===== src/rtl/cache_fill_pkg.sv =====
// Shared constants, FSM state type and slot helpers for the cache line-fill path.
package cache_fill_pkg;

    localparam int WORD_W         = 18;
    localparam int WORDS_PER_LINE = 4;
    localparam int OFF_W          = 2;
    localparam int LINE_W         = WORD_W * WORDS_PER_LINE;

    typedef enum logic [1:0] {
        ST_IDLE = 2'd0,
        ST_FILL = 2'd1,
        ST_DONE = 2'd2
    } fill_state_e;

    // Slot k of a packed line lives at [k*WORD_W +: WORD_W].
    function automatic logic [WORD_W-1:0] get_slot(input logic [LINE_W-1:0] line,
                                                   input logic [OFF_W-1:0]  k);
        return line[k*WORD_W +: WORD_W];
    endfunction

    // Word pointer advances critical-word-first and wraps 3 -> 0.
    function automatic logic [OFF_W-1:0] next_ptr(input logic [OFF_W-1:0] ptr);
        return ptr + 2'd1;
    endfunction

endpackage


===== src/rtl/line_slot_dec.sv =====
// 2-to-4 one-hot write-enable decoder selecting the line slot for an accepted word.
module line_slot_dec
    import cache_fill_pkg::*;
(
    input  logic [OFF_W-1:0]          ptr,
    input  logic                      we,
    output logic [WORDS_PER_LINE-1:0] en
);

    // Decode the slot pointer into a one-hot enable, gated by the write strobe.
    always_comb begin
        en = 4'b0000;
        if (we) begin
            case (ptr)
                2'd0:    en = 4'b0001;
                2'd1:    en = 4'b0010;
                2'd2:    en = 4'b0100;
                2'd3:    en = 4'b1000;
                default: en = 4'b0000;
            endcase
        end else begin
            en = 4'b0000;
        end
    end

endmodule


===== src/rtl/line_fill_demux.sv =====
// Assembles a 4-word cache line from a serial memory refill, critical word first.
// Optional critical-word forwarding is built when LINE_FILL_CRIT_FWD_EN is defined.
module line_fill_demux
    import cache_fill_pkg::*;
(
    input  logic                 clk,
    input  logic                 rst_n,
    input  logic                 fill_req,
    input  logic [OFF_W-1:0]     fill_offset,
    output logic                 fill_busy,
    input  logic                 mem_valid,
    output logic                 mem_ready,
    input  logic [WORD_W-1:0]    mem_data,
    output logic                 line_valid,
    output logic [LINE_W-1:0]    line_data,
    input  logic                 line_ack,
    output logic                 crit_valid,
    output logic [WORD_W-1:0]    crit_data
);

    fill_state_e               state_r;
    fill_state_e               state_nxt_s;
    logic [OFF_W-1:0]          ptr_r;
    logic [OFF_W-1:0]          cnt_r;
    logic                      accept_s;
    logic                      load_s;
    logic [WORDS_PER_LINE-1:0] slot_en_s;
    logic [WORD_W-1:0]         slot_r [WORDS_PER_LINE];

    // Next-state logic; load_s marks the cycles that latch a new critical offset.
    always_comb begin
        state_nxt_s = state_r;
        load_s      = 1'b0;
        case (state_r)
            ST_IDLE: begin
                if (fill_req) begin
                    state_nxt_s = ST_FILL;
                    load_s      = 1'b1;
                end else begin
                    state_nxt_s = ST_IDLE;
                end
            end
            ST_FILL: begin
                if (accept_s && (cnt_r == 2'd3)) begin
                    state_nxt_s = ST_DONE;
                end else begin
                    state_nxt_s = ST_FILL;
                end
            end
            ST_DONE: begin
                if (line_ack && fill_req) begin
                    state_nxt_s = ST_FILL;
                    load_s      = 1'b1;
                end else if (line_ack) begin
                    state_nxt_s = ST_IDLE;
                end else begin
                    state_nxt_s = ST_DONE;
                end
            end
            default: begin
                state_nxt_s = ST_IDLE;
            end
        endcase
    end

    assign accept_s   = mem_valid && (state_r == ST_FILL);
    assign mem_ready  = (state_r == ST_FILL);
    assign fill_busy  = (state_r == ST_FILL) || (state_r == ST_DONE);
    assign line_valid = (state_r == ST_DONE);

    // State register.
    always_ff @(posedge clk or negedge rst_n) begin
        if (!rst_n) begin
            state_r <= ST_IDLE;
        end else begin
            state_r <= state_nxt_s;
        end
    end

    // Slot pointer and accepted-word count.
    always_ff @(posedge clk or negedge rst_n) begin
        if (!rst_n) begin
            ptr_r <= 2'd0;
            cnt_r <= 2'd0;
        end else if (load_s) begin
            ptr_r <= fill_offset;
            cnt_r <= 2'd0;
        end else if (accept_s) begin
            ptr_r <= next_ptr(ptr_r);
            cnt_r <= cnt_r + 2'd1;
        end
    end

    line_slot_dec u_slot_dec (
        .ptr (ptr_r),
        .we  (accept_s),
        .en  (slot_en_s)
    );

    // Slot storage; unwritten slots keep the previous line's contents.
    always_ff @(posedge clk or negedge rst_n) begin
        if (!rst_n) begin
            for (int k = 0; k < WORDS_PER_LINE; k++) begin
                slot_r[k] <= {WORD_W{1'b0}};
            end
        end else begin
            for (int k = 0; k < WORDS_PER_LINE; k++) begin
                if (slot_en_s[k]) begin
                    slot_r[k] <= mem_data;
                end
            end
        end
    end

    // Pack slots onto the line write bus.
    always_comb begin
        line_data = {LINE_W{1'b0}};
        for (int k = 0; k < WORDS_PER_LINE; k++) begin
            line_data[k*WORD_W +: WORD_W] = slot_r[k];
        end
    end

`ifdef LINE_FILL_CRIT_FWD_EN
    logic [OFF_W-1:0]  crit_off_r;
    logic              crit_valid_r;
    logic [WORD_W-1:0] crit_data_r;

    // Capture the critical word on its acceptance and pulse the forward strobe.
    always_ff @(posedge clk or negedge rst_n) begin
        if (!rst_n) begin
            crit_off_r   <= 2'd0;
            crit_valid_r <= 1'b0;
            crit_data_r  <= {WORD_W{1'b0}};
        end else begin
            if (load_s) begin
                crit_off_r <= fill_offset;
            end
            if (accept_s && (cnt_r == 2'd0) && (ptr_r == crit_off_r)) begin
                crit_valid_r <= 1'b1;
                crit_data_r  <= mem_data;
            end else begin
                crit_valid_r <= 1'b0;
            end
        end
    end

    assign crit_valid = crit_valid_r;
    assign crit_data  = crit_data_r;
`else
    assign crit_valid = 1'b0;
    assign crit_data  = {WORD_W{1'b0}};
`endif

endmodule

===== config.mk =====
export PLATFORM = sky130hd
export DESIGN_NAME = line_fill_demux
export DESIGN_NICKNAME = d
export VERILOG_FILES = /design/src/rtl/cache_fill_pkg.sv /design/src/rtl/line_slot_dec.sv /design/src/rtl/line_fill_demux.sv
export SDC_FILE = /design/constraint.sdc
export NUM_CORES = 1
export LEC_CHECK = 0
export BUFFER_PORTS_ARGS = -buffer_cell sky130_fd_sc_hd__buf_4
export CAP_MARGIN = 10
export CELL_PAD_IN_SITES_DETAIL_PLACEMENT = 1
export CELL_PAD_IN_SITES_GLOBAL_PLACEMENT = 2
export CORE_UTILIZATION = 34
export CTS_CLUSTER_SIZE = 12
export DETAILED_ROUTE_END_ITERATION = 8
export PLACE_DENSITY = 0.9
export RECOVER_POWER = 100
export SYNTH_ARGS = -nofsm -noshare
export SYNTH_HDL_FRONTEND = slang
export SYNTH_SLANG_ARGS = --single-unit
export TNS_END_PERCENT = 30

===== constraint.sdc =====
create_clock -name clk -period 1.7 [get_ports clk]
set_input_delay 0.255 -clock clk [delete_from_list [all_inputs] [get_ports clk]]
set_output_delay 0.255 -clock clk [all_outputs]
set_load 0.03 [all_outputs]

==> impl_results.rst, run 1 <==
.. list-table::
   :header-rows: 1

   * - Metric
     - Value
   * - Core area
     - ~9900 um^2
   * - Cell breakdown of the critical path
     - inv_1, ha_4, and2_4, nand2_8, mux2_1
   * - Result of the run
     - finished, final reports clean
   * - Worst-margin pin slew
     - 0.789 ns
   * - Shortest clock period the worst path allows after layout
     - 1.61 ns
   * - # rows
     - 36
   * - CTS H-tree depth
     - 3
   * - Number of optimization iterations in the first detailed-route pass
     - 3
   * - Vias after detailed routing
     - 2024
   * - Clock latency at the later pin of the worst-skew pair
     - 0.33 ns
   * - Sequential share of the synthesized area
     - 0.560
   * - Maximum number of pins on one net before global-route repair
     - 47
   * - Clock tree skew after final layout
     - 0.00573 ns
   * - Remaining max-slew budget at the tightest pin
     - 0.474
   * - Critical path type
     - flop to flop
   * - Area occupied by multi-input gates
     - 1280 um^2
   * - Crit-path slowest cell
     - sky130_fd_sc_hd__dfrtp_1
   * - Maximum clock frequency
     - 0.620 GHz
   * - Via count of the first global-routing pass
     - 2143
   * - WL per Instance
     - ~16 um
   * - Final Cycle Share
     - 0.950
   * - Initial antenna violation count
     - 0
   * - I/O Buffers
     - 99
   * - Die Footprint
     - 10700 um^2
   * - Gpl congestion
     - 0.695
   * - Static Leakage
     - 1.88 nW
   * - Clock transition at the registers of the reported paths
     - 0.08 ns
   * - Antenna-violating nets left
     - 0
   * - Syn Inst Count
     - 213
   * - Netlist cell types
     - 21
   * - Setup violations, final
     - 0
   * - Arrival time of the worst setup path
     - 1.83 ns
   * - Antenna Diode Count
     - 0
   * - Unrepaired setup endpoints after global routing
     - no
   * - Post-synthesis sequential element count
     - slightly below 80
   * - Final Max Slew Viols
     - 0
   * - Top-Level Pins
     - ~120
   * - Clock tree buffer depth
     - 2
   * - Wire length of the first global-routing pass
     - 11400 um
   * - Post-CTS repair timing setup buffer count
     - 0
   * - Critical path's largest stage delay
     - 0.41 ns
   * - Number of cells upsized or downsized after cts
     - 0
   * - Root Buffer
     - sky130_fd_sc_hd__clkbuf_8
   * - Total clock buffers created by CTS
     - 9
   * - Area growth, synth to finish
     - 17.2%
   * - Fill cells
     - between 1000 and 1500
   * - Share of final-layout standard cells stronger than drive strength 1
     - 0.306
   * - Residual overflow from global routing
     - 0
   * - Number of nets in the final layout
     - between 300 and 400
   * - Overall fraction of global-route tracks in use
     - 0.144
   * - Post-Synthesis Cell Area
     - ~3500 um^2
   * - Total power per unit cell area
     - 2260 nW/um^2
   * - Clk sink count
     - 78
   * - Number of buffers inserted by hold repair at cts
     - 1
   * - Via-to-Cell Ratio
     - 4.43
   * - Peak supply drop
     - between 600 and 700 uV
   * - Chip width
     - 103 um
   * - Area occupied by registers
     - 1950 um^2
   * - TritonCTS clock tree
     - yes
   * - Worst endpoint required time
     - 1.92 ns
   * - Setup crit end kind
     - flop
   * - Initial core utilization
     - 0.354
   * - Number of maximum-capacitance constraint violations
     - 0
   * - Critical-path maximum fanout
     - 18
   * - Overall routed net length
     - 7270 um
   * - Post-layout util
     - 0.414
   * - HPWL reported at the end of detailed placement
     - 5240 um
   * - First-iteration detailed-routing DRC count
     - 30
   * - Element type at the critical path start
     - flop
   * - Hold violation count in the final report
     - 0
   * - Synth warn
     - 0
   * - DRC violations left
     - 0
   * - Vertical die dimension
     - between 100 and 150 um
   * - Fin Setup TNS
     - 0 ns
   * - Mean area per synthesized cell
     - 16.4 um^2
   * - Hold Crit Class
     - input port to flop
==> registers in the layout, summed over array words and instances, names as in the netlist <==
name,flops
line_data,72
cnt_r,2
ptr_r,2
state_r,2
==> routing by layer <==
layer | vias to the layer above | GRT usage | part of all wire
li1 | 913 | - | -
met1 | 1029 | 0.183 | 0.45
met2 | 77 | 0.235 | 0.48
met3 | 5 | 0.0450 | 0.060
met4 | 0 | 0.0455 | 0.0066
met5 | - | 0 | 0
==> cells by family (layout without fill, tap and decap cells) <==
| group | count (synthesis) | in the layout | synth area share |
|---|---|---|---|
| DFF | 78 | 78 | 0.560 |
| AOI/OAI and AO/OA | 6 | 6 | 0.00933 |
| buffers and inverters | 28 | 121 | 0.0739 |
| and+or+nand+nor | 16 | 16 | 0.0402 |
| adders and majority gates | 9 | 9 | 0.0323 |
| muxes | 73 | 73 | 0.278 |
| other | 1 | 19 | 0.00108 |
| xor gates and xnor gates | 2 | 2 | 0.00502 |
==> where the power goes <==
group | internal [mW] | switching (mW)
registers | 2.80 | 0.579
logic | 1.52 | 3.05
clock network | 0.670 | 0.633
total | 4.99 | 4.26
==> synthesized netlist by cell type <==
library cell | instances | share of area
sky130_fd_sc_hd__dfrtp_1 | 78 | 0.56
sky130_fd_sc_hd__buf_12 | 5 | 0.029
sky130_fd_sc_hd__nand2_8 | 4 | 0.023
sky130_fd_sc_hd__conb_1 | 1 | 0.0011
sky130_fd_sc_hd__inv_1 | 4 | 0.0043
sky130_fd_sc_hd__nand2b_1 | 1 | 0.0018
sky130_fd_sc_hd__buf_4 | 19 | 0.041
sky130_fd_sc_hd__mux2_2 | 32 | 0.10
sky130_fd_sc_hd__nor2b_1 | 1 | 0.0018
sky130_fd_sc_hd__xnor2_1 | 2 | 0.0050
sky130_fd_sc_hd__ha_1 | 9 | 0.032
sky130_fd_sc_hd__a21oi_1 | 3 | 0.0043
sky130_fd_sc_hd__and2_4 | 1 | 0.0025
sky130_fd_sc_hd__nand3_1 | 2 | 0.0029
sky130_fd_sc_hd__and2_1 | 1 | 0.0018
sky130_fd_sc_hd__mux2i_1 | 1 | 0.0029
sky130_fd_sc_hd__mux2_4 | 40 | 0.17
sky130_fd_sc_hd__a21o_1 | 1 | 0.0022
sky130_fd_sc_hd__nor2_1 | 2 | 0.0022
sky130_fd_sc_hd__nand2_1 | 4 | 0.0043
sky130_fd_sc_hd__o21ai_0 | 2 | 0.0029
==> final cells by class <==
| class | count | share of cell area |
|---|---|---|
| Clock buffer | 11 | 0.0321 |
| Clock inverter | 4 | 0.0119 |
| Inverter | 4 | 0.00367 |
| Multi-Input combinational cell | 125 | 0.313 |
| Sequential cell | 78 | 0.478 |
| Tap cell | 133 | 0.0407 |
| Timing Repair Buffer | 102 | 0.121 |
==> critical path, delay by kind of cell (launching register included) <==
family                   cells  cell delay, ns
buffers and inverters        1            0.12
flip-flops                   1            0.41
multiplexers                 1            0.36
adder cells (fa/ha/maj)      1            0.14
AND/OR/NAND/NOR              2            0.46
==> cells in the final DEF, fill, tap and decap left out, drive strengths merged, types with 3 or more instances in the layout <==
master and instances:
clkinv 3, clkbuf 86, nand2 8, conb 19, dfrtp 78, a21oi 3
mux2 72, buf 26, ha 9, inv 4
==> final timing paths <==
path / from / endpoint / slack, ns / depth (start not counted)
setup reg to reg: state_r[1]$_DFF_PN0_ / line_data[30]$_DFFE_PN0P_ / 0.09 / 5
max in group asynchronous: rst_n / line_data[56]$_DFFE_PN0P_ / 0.27 / 3
hold / removal: mem_data[16] / line_data[16]$_DFFE_PN0P_ / 0.16 / 2
hold reg to reg: line_data[12]$_DFFE_PN0P_ / line_data[12]$_DFFE_PN0P_ / 0.50 / 1
min in group asynchronous: rst_n / line_data[43]$_DFFE_PN0P_ / 0.53 / 2
setup / recovery: state_r[1]$_DFF_PN0_ / line_data[30]$_DFFE_PN0P_ / 0.09 / 5
==> metrics by stage <==
| stage | setup WS (ns) | hold WS (ns) | total power, mW | instances | cell area [um^2] |
|---|---|---|---|---|---|
| detailed placement | 0.0904 | 0.218 | 9.07 | 441 | 4260 |
| floorplan | 0.0599 | -0.0406 | 7.19 | 231 | 3570 |
| global placement | 0.132 | 0.216 | 8.90 | 441 | 4260 |
| CTS | 0.0724 | 0.140 | 10.4 | 457 | 4450 |
| finish | 0.0858 | 0.158 | 9.25 | 457 | 4090 |
| global route | 0.0146 | 0.143 | 9.86 | 457 | 4090 |
Note: power is estimated with default switching activity, not from simulation.
==> run 2: changes to the inputs <==
==> constraint.sdc (replaced) <==
create_clock -name clk -period 1.6 [get_ports clk]
set_input_delay 0.24 -clock clk [delete_from_list [all_inputs] [get_ports clk]]
set_output_delay 0.24 -clock clk [all_outputs]
set_load 0.03 [all_outputs]
==> run 2 against run 1 <==
Compared with the run above:
- global-route usage up 0.35 points
- fmax up 3.4%
- critical path depth unchanged
- utilization up 1.1 points
- largest cell class unchanged
- largest power group unchanged
- highest routed layer unchanged
==> impl_results.rst, run 2 (synthesis results as in run 1) <==
.. list-table::
   :header-rows: 1

   * - Metric
     - Value
   * - Initial antenna violation count
     - 0
   * - Residual overflow from global routing
     - 0
   * - Max FFs per register
     - just over 70
   * - Chip width
     - 103 um
   * - Total power per unit cell area
     - 2430 nW/um^2
   * - WL per Instance
     - about 16 um
   * - I/O Buffers
     - 99
   * - Static Leakage
     - 1.99 nW
   * - Shortest clock period the worst path allows after layout
     - 1.56 ns
   * - Final WS setup
     - between 0.03 and 0.04 ns
   * - First-iteration detailed-routing DRC count
     - 29
   * - Final standard cell count with taps included and fillers excluded
     - 460
   * - Cell depth of the worst flop-to-flop path
     - 5
   * - Worst hold margin
     - 0.143 ns
   * - Clock tree buffer depth
     - 2
   * - End of the worst register-to-register path
     - line_data[65]$_DFFE_PN0P_
   * - Hold Crit Class
     - input port to flop
   * - Die Footprint
     - 10700 um^2
   * - Arrival time of the worst setup path
     - 1.79 ns
   * - Unrepaired setup endpoints after global routing
     - yes
   * - Maximum clock frequency
     - 0.641 GHz
   * - HPWL reported at the end of detailed placement
     - 5330 um
   * - Worst reg2reg setup slack
     - about 0.04 ns
   * - Startpoint of the most critical register-to-register path
     - state_r[1]$_DFF_PN0_
   * - Final Cycle Share
     - 0.975
   * - Clk sink count
     - 78
   * - CTS H-tree depth
     - 3
   * - Worst endpoint required time
     - between 1.5 and 2 ns
   * - Overall fraction of global-route tracks in use
     - 0.148
   * - Top-Level Pins
     - 119
   * - Overall routed net length
     - 7450 um
   * - Clock latency at the later pin of the worst-skew pair
     - around 0.35 ns
   * - Post-CTS repair timing setup buffer count
     - 0
   * - Number of nets in the final layout
     - roughly 360
   * - Antenna Diode Count
     - 0
   * - Area growth, synth to finish
     - 20.3%
   * - Core area
     - 9860 um^2
   * - Worst-margin pin slew
     - ~0.76 ns
   * - Post-layout util
     - 0.425
   * - TritonCTS clock tree
     - yes
   * - Clock transition at the registers of the reported paths
     - 0.09 ns
   * - Cell count after placement
     - 443
   * - Antenna-violating nets left
     - 0
   * - Remaining max-slew budget at the tightest pin
     - 0.492
   * - CP startpoint
     - state_r[1]$_DFF_PN0_
   * - Number of maximum-capacitance constraint violations
     - 0
   * - Most frequent cells in the layout
     - sky130_fd_sc_hd__dfrtp_1, sky130_fd_sc_hd__clkbuf_1, sky130_fd_sc_hd__mux2_4
   * - Root Buffer
     - sky130_fd_sc_hd__clkbuf_8
   * - Setup violations, final
     - 0
   * - Vertical die dimension
     - 103 um
   * - Gpl congestion
     - 0.734
   * - Critical path type
     - flop to flop
   * - Maximum number of pins on one net before global-route repair
     - 34
   * - Via count of the first global-routing pass
     - 2069
   * - Total clock buffers created by CTS
     - 9
   * - DRC violations left
     - 0
   * - # rows
     - 36
   * - Result of the run
     - finished, final reports clean
   * - Via-to-Cell Ratio
     - 4.38
   * - Initial core utilization
     - 0.354
   * - Final Max Slew Viols
     - 0
   * - Peak supply drop
     - 715 uV
   * - Vias after detailed routing
     - around 2000
   * - Pre-CTS worst setup slack
     - 0.0366 ns
   * - Share of final-layout standard cells stronger than drive strength 1
     - 0.382
   * - Capture point of the worst path
     - line_data[65]$_DFFE_PN0P_
   * - Clock tree skew after final layout
     - 0.0117 ns
   * - Hold violation count in the final report
     - 0
   * - Setup crit end kind
     - flop
   * - Wire length of the first global-routing pass
     - 11400 um
   * - Critical-path maximum fanout
     - 18
   * - Most frequent standard cell in the layout excluding fill and tap cells
     - sky130_fd_sc_hd__dfrtp_1
   * - Element type at the critical path start
     - flop
   * - Number of optimization iterations in the first detailed-route pass
     - 4
   * - Fill cells
     - 1072
[run 2: changes by cell type in the layout (fill, tap and decap cells not counted), sizes merged]
cell,change
clkinv,-2
clkinvlp,+2
inv,+1
buf,+2
[run 2: worst max-delay path, stage by stage (launching register included)]
cell	delay (ns)
sky130_fd_sc_hd__dfrtp_1	0.41
sky130_fd_sc_hd__inv_2	0.09
sky130_fd_sc_hd__ha_4	0.13
sky130_fd_sc_hd__and2_4	0.27
sky130_fd_sc_hd__nand2_8	0.19
sky130_fd_sc_hd__mux2_4	0.34
[run 2: report_power, final]
part / total, mW / internal, mW / switching (mW)
logic: 5.13 / 1.88 / 3.25
registers: 3.62 / 2.98 / 0.639
clock network: 1.46 / 0.725 / 0.739
total: 10.2 / 5.58 / 4.62
[run 2: layout make-up]
cell class	instances	area, um^2	share of cell area
flip-flops and latches	78	1950	0.465
repair buffers	104	514	0.123
clock buffers	11	131	0.0313
inverters	4	15.0	0.00358
multi-input cells	125	1360	0.323
clock inverters	5	58.8	0.0140
well taps	133	166	0.0397
[run 2: worst min-delay path by stage]
stage	startpoint	end	depth (start not counted)
global placement	rst_n	line_data[32]$_DFFE_PN0P_	1
detailed placement	rst_n	line_data[33]$_DFFE_PN0P_	1
global route	mem_data[1]	line_data[19]$_DFFE_PN0P_	2
CTS	mem_data[1]	line_data[19]$_DFFE_PN0P_	2
finish	mem_data[9]	line_data[9]$_DFFE_PN0P_	2
floorplan	rst_n	cnt_r[0]$_DFFE_PN0P_	0
[run 2: through the flow]
stage | power [mW] | setup TNS [ns] | area [um^2]
after floorplan | 7.65 | -0.284 | 3570
after global placement | 9.49 | 0 | 4280
after detailed placement | 9.65 | 0 | 4280
after CTS | 11.1 | 0 | 4480
after global routing | 10.8 | -0.431 | 4200
final | 10.2 | 0 | 4200
[run 2: what timing repair did]
action                                  in CTS  in global routing
endpoints found under the setup margin       0                 39
hold endpoints to repair                    27                  0
gates resized for setup                      0                  2
hold buffers                                 1                  0
[run 2: metal layers]
| metal | GRT usage | routed length, um | up-vias |
|---|---|---|---|
| li1 | - | - | 914 |
| met1 | 0.196 | 3530 | 1008 |
| met4 | 0.0650 | 99 | 0 |
| met2 | 0.225 | 3350 | 84 |
| met3 | 0.0430 | 481 | 9 |
| met5 | 0 | 0 | - |
==> run 3: changes to the inputs <==
--- a/config.mk
+++ b/config.mk
@@ -5,12 +5,12 @@
 export SDC_FILE = /design/constraint.sdc
 export NUM_CORES = 1
 export LEC_CHECK = 0
-export BUFFER_PORTS_ARGS = -buffer_cell sky130_fd_sc_hd__buf_4
+export BUFFER_PORTS_ARGS = -buffer_cell sky130_fd_sc_hd__buf_2
 export CAP_MARGIN = 10
 export CELL_PAD_IN_SITES_DETAIL_PLACEMENT = 1
 export CELL_PAD_IN_SITES_GLOBAL_PLACEMENT = 2
 export CORE_UTILIZATION = 34
-export CTS_CLUSTER_SIZE = 12
+export CTS_CLUSTER_SIZE = 30
 export DETAILED_ROUTE_END_ITERATION = 8
 export PLACE_DENSITY = 0.9
 export RECOVER_POWER = 100
==> run 3 against run 2 <==
Compared with the run above:
- combinational power about the same
- critical path depth unchanged
- hold slack improved by 0.0054 ns
- sequential power about the same
- via count increased by 0.50%
- final area decreased by 0.69%
- sequential share of layout area increased by 0.29 points
- utilization decreased by 0.29 points
- fmax decreased by 0.84%
- non-clock buffer count unchanged
- clock-buffer cell count decreased by 1
- global-route usage increased by 0.083 points
- critical endpoint is now line_data[28]$_DFFE_PN0P_
- highest routed layer unchanged
==> impl_results.rst, run 3 (synthesis results as in run 1) <==
.. list-table::
   :header-rows: 1

   * - Metric
     - Value
   * - Final Max Slew Viols
     - 0
   * - Setup crit end kind
     - flop
   * - Hold violation count in the final report
     - 0
   * - I/O Buffers
     - 99
   * - Arrival time of the worst setup path
     - between 1.5 and 2 ns
   * - Top-Level Pins
     - around 120
   * - Fill cells
     - approximately 1100
   * - Gpl congestion
     - 0.711
   * - Gate power share
     - 0.497
   * - Total chip power
     - 10.3 mW
   * - Vias after detailed routing
     - 2025
   * - Static Leakage
     - 1.98 nW
   * - Initial core utilization
     - 0.354
   * - Clk sink count
     - between 70 and 80
   * - Internal
     - between 5 and 6 mW
   * - Total clock buffers created by CTS
     - 9
   * - # rows
     - 36
   * - Overall routed net length
     - 7400 um
   * - Clock latency at the later pin of the worst-skew pair
     - between 0.3 and 0.4 ns
   * - Max FFs per register
     - 72
   * - Critical path type
     - flop to flop
   * - Instance count along the most critical hold path
     - 3
   * - Worst endpoint required time
     - 1.82 ns
   * - Root Buffer
     - sky130_fd_sc_hd__clkbuf_8
   * - Cell family with most CP delay
     - simple AND/OR/NAND/NOR gates
   * - Via count of the first global-routing pass
     - 2163
   * - Final Cycle Share
     - 0.984
   * - Wire length of the first global-routing pass
     - 11600 um
   * - Number of maximum-capacitance constraint violations
     - 0
   * - WL per Instance
     - 16.1 um
   * - Setup violations, final
     - 0
   * - Shortest clock period the worst path allows after layout
     - 1.57 ns
   * - End of the worst register-to-register path
     - line_data[28]$_DFFE_PN0P_
   * - Peak supply drop
     - roughly 790 uV
   * - Antenna-violating nets left
     - 0
   * - Switching Power
     - 4.61 mW
   * - Antenna Diode Count
     - 0
   * - Cell breakdown of the critical path
     - inv_2, ha_4, and2_4, nand2_8, mux2_4
   * - Part of the power in registers
     - 0.350
   * - Clock tree skew after final layout
     - ~0.010 ns
   * - Area growth, synth to finish
     - 19.5%
   * - Cell depth of the worst flop-to-flop path
     - 5
   * - CP bufs+invs
     - 1
   * - Share of final-layout standard cells stronger than drive strength 1
     - 0.383
   * - Critical path's largest stage delay
     - 0.42 ns
   * - Worst reg2reg setup slack
     - about 0.026 ns
   * - Clock transition at the registers of the reported paths
     - around 0.070 ns
   * - Core area
     - 9860 um^2
   * - Number of nets in the final layout
     - 356
   * - Unrepaired setup endpoints after global routing
     - yes
   * - Result of the run
     - finished, final reports clean
   * - Maximum number of pins on one net before global-route repair
     - 39
   * - Via-to-Cell Ratio
     - about 4.4
   * - DRC violations left
     - 0
   * - Sw Ratio
     - 0.445
   * - Overall fraction of global-route tracks in use
     - 0.148
   * - Worst-margin pin slew
     - 0.593 ns
   * - Instance count on the critical path
     - 5
   * - Critical-path maximum fanout
     - 18
   * - Worst hold margin
     - 0.148 ns
   * - Capture point of the worst path
     - line_data[28]$_DFFE_PN0P_
   * - Chip width
     - 103 um
   * - Most frequent standard cell in the layout excluding fill and tap cells
     - sky130_fd_sc_hd__dfrtp_1
   * - HPWL reported at the end of detailed placement
     - 5360 um
   * - Die Footprint
     - between 10000 and 15000 um^2
   * - Clock tree buffer depth
     - 2
   * - Element type at the critical path start
     - flop
   * - Residual overflow from global routing
     - 0
   * - TritonCTS clock tree
     - yes
   * - Maximum clock frequency
     - 0.635 GHz
   * - Remaining max-slew budget at the tightest pin
     - 0.605
   * - Total power per unit cell area
     - between 2000 and 2500 nW/um^2
   * - Area occupied by multi-input gates
     - about 1400 um^2
   * - CP startpoint
     - state_r[1]$_DFF_PN0_
   * - Most frequent cells in the layout
     - sky130_fd_sc_hd__dfrtp_1, sky130_fd_sc_hd__clkbuf_1, sky130_fd_sc_hd__mux2_4
   * - Startpoint of the most critical register-to-register path
     - state_r[1]$_DFF_PN0_
   * - First-iteration detailed-routing DRC count
     - 32
   * - Initial antenna violation count
     - 0
   * - Hold Crit Class
     - input port to flop
   * - Crit-path slowest cell
     - sky130_fd_sc_hd__dfrtp_1
   * - CTS H-tree depth
     - 3
   * - Clock power share
     - 0.153
   * - Number of optimization iterations in the first detailed-route pass
     - 4
   * - Vertical die dimension
     - 103 um
   * - Area occupied by registers
     - around 2000 um^2
run 3: changes by cell type in the layout (fill, tap and decap cells not counted):
cell,before,now
sky130_fd_sc_hd__dfrtp_2,1,0
sky130_fd_sc_hd__buf_6,0,2
sky130_fd_sc_hd__buf_2,1,25
sky130_fd_sc_hd__clkbuf_1,75,73
sky130_fd_sc_hd__dfrtp_1,77,78
sky130_fd_sc_hd__bufinv_16,1,2
sky130_fd_sc_hd__buf_4,26,1
sky130_fd_sc_hd__clkinv_2,1,0
run 3: power by group through the flow:
stage          sequential, mW  clock, mW  combinational [mW]
2_1_floorplan            5.37          0                2.28
3_3_place_gp             3.58          0                5.29
3_5_place_dp             3.63          0                5.41
4_1_cts                  3.61       1.63                5.44
5_1_grt                  3.75       1.71                5.51
6_report                 3.62       1.58                5.14
run 3: worst min path at each step:
stage                         from                   endpoint
finish              fill_offset[1]       ptr_r[1]$_DFFE_PN0P_
global route              fill_req       state_r[0]$_DFF_PN0_
CTS                 fill_offset[1]       ptr_r[1]$_DFFE_PN0P_
detailed placement           rst_n  line_data[69]$_DFFE_PN0P_
global placement             rst_n  line_data[32]$_DFFE_PN0P_
floorplan                    rst_n       cnt_r[0]$_DFFE_PN0P_
run 3: worst reg2reg max path, cell delays in order, from the launching register on:
cell and delay [ns]:
sky130_fd_sc_hd__dfrtp_1 0.42, sky130_fd_sc_hd__inv_2 0.09, sky130_fd_sc_hd__ha_4 0.13, sky130_fd_sc_hd__and2_4 0.28, sky130_fd_sc_hd__nand2_8 0.19, sky130_fd_sc_hd__mux2_4 0.35
run 3: metal layers:
metal  global-route usage  share of wire  up-vias
met4               0.0650          0.014        0
met3               0.0323          0.068        9
li1                     -              -      915
met2                0.243           0.46       88
met5                    0              0        -
met1                0.190           0.46     1013
run 3: area by class of cell:
type	count	share of cell area
clock buffer	10	0.0306
clock inverter	5	0.0201
inverter	4	0.00360
multi-input combinational	125	0.326
sequential	78	0.468
tap	133	0.0399
timing repair buffer	104	0.112
run 3: what timing repair did:
item / 4_1_cts / 5_1_grt
setup buffers: 0 / 1
hold endpoints to repair: 21 / 0
hold buffers: 1 / 0
setup endpoints to repair: 0 / 13
resized for setup: 0 / 5
run 3: through the flow:
step           cell area [um^2]  instances   util  setup WS, ns  TNS [ns]
3_3_place_gp               4020        442  0.408        0.0692         0
5_1_grt                    4170        459  0.423       -0.0233    -0.256
2_1_floorplan              3570        231      -      -0.00712    -0.284
6_report                   4170        459  0.423        0.0262         0
4_1_cts                    4250        458  0.430       0.00254         0
3_5_place_dp               4020        442  0.408        0.0311         0
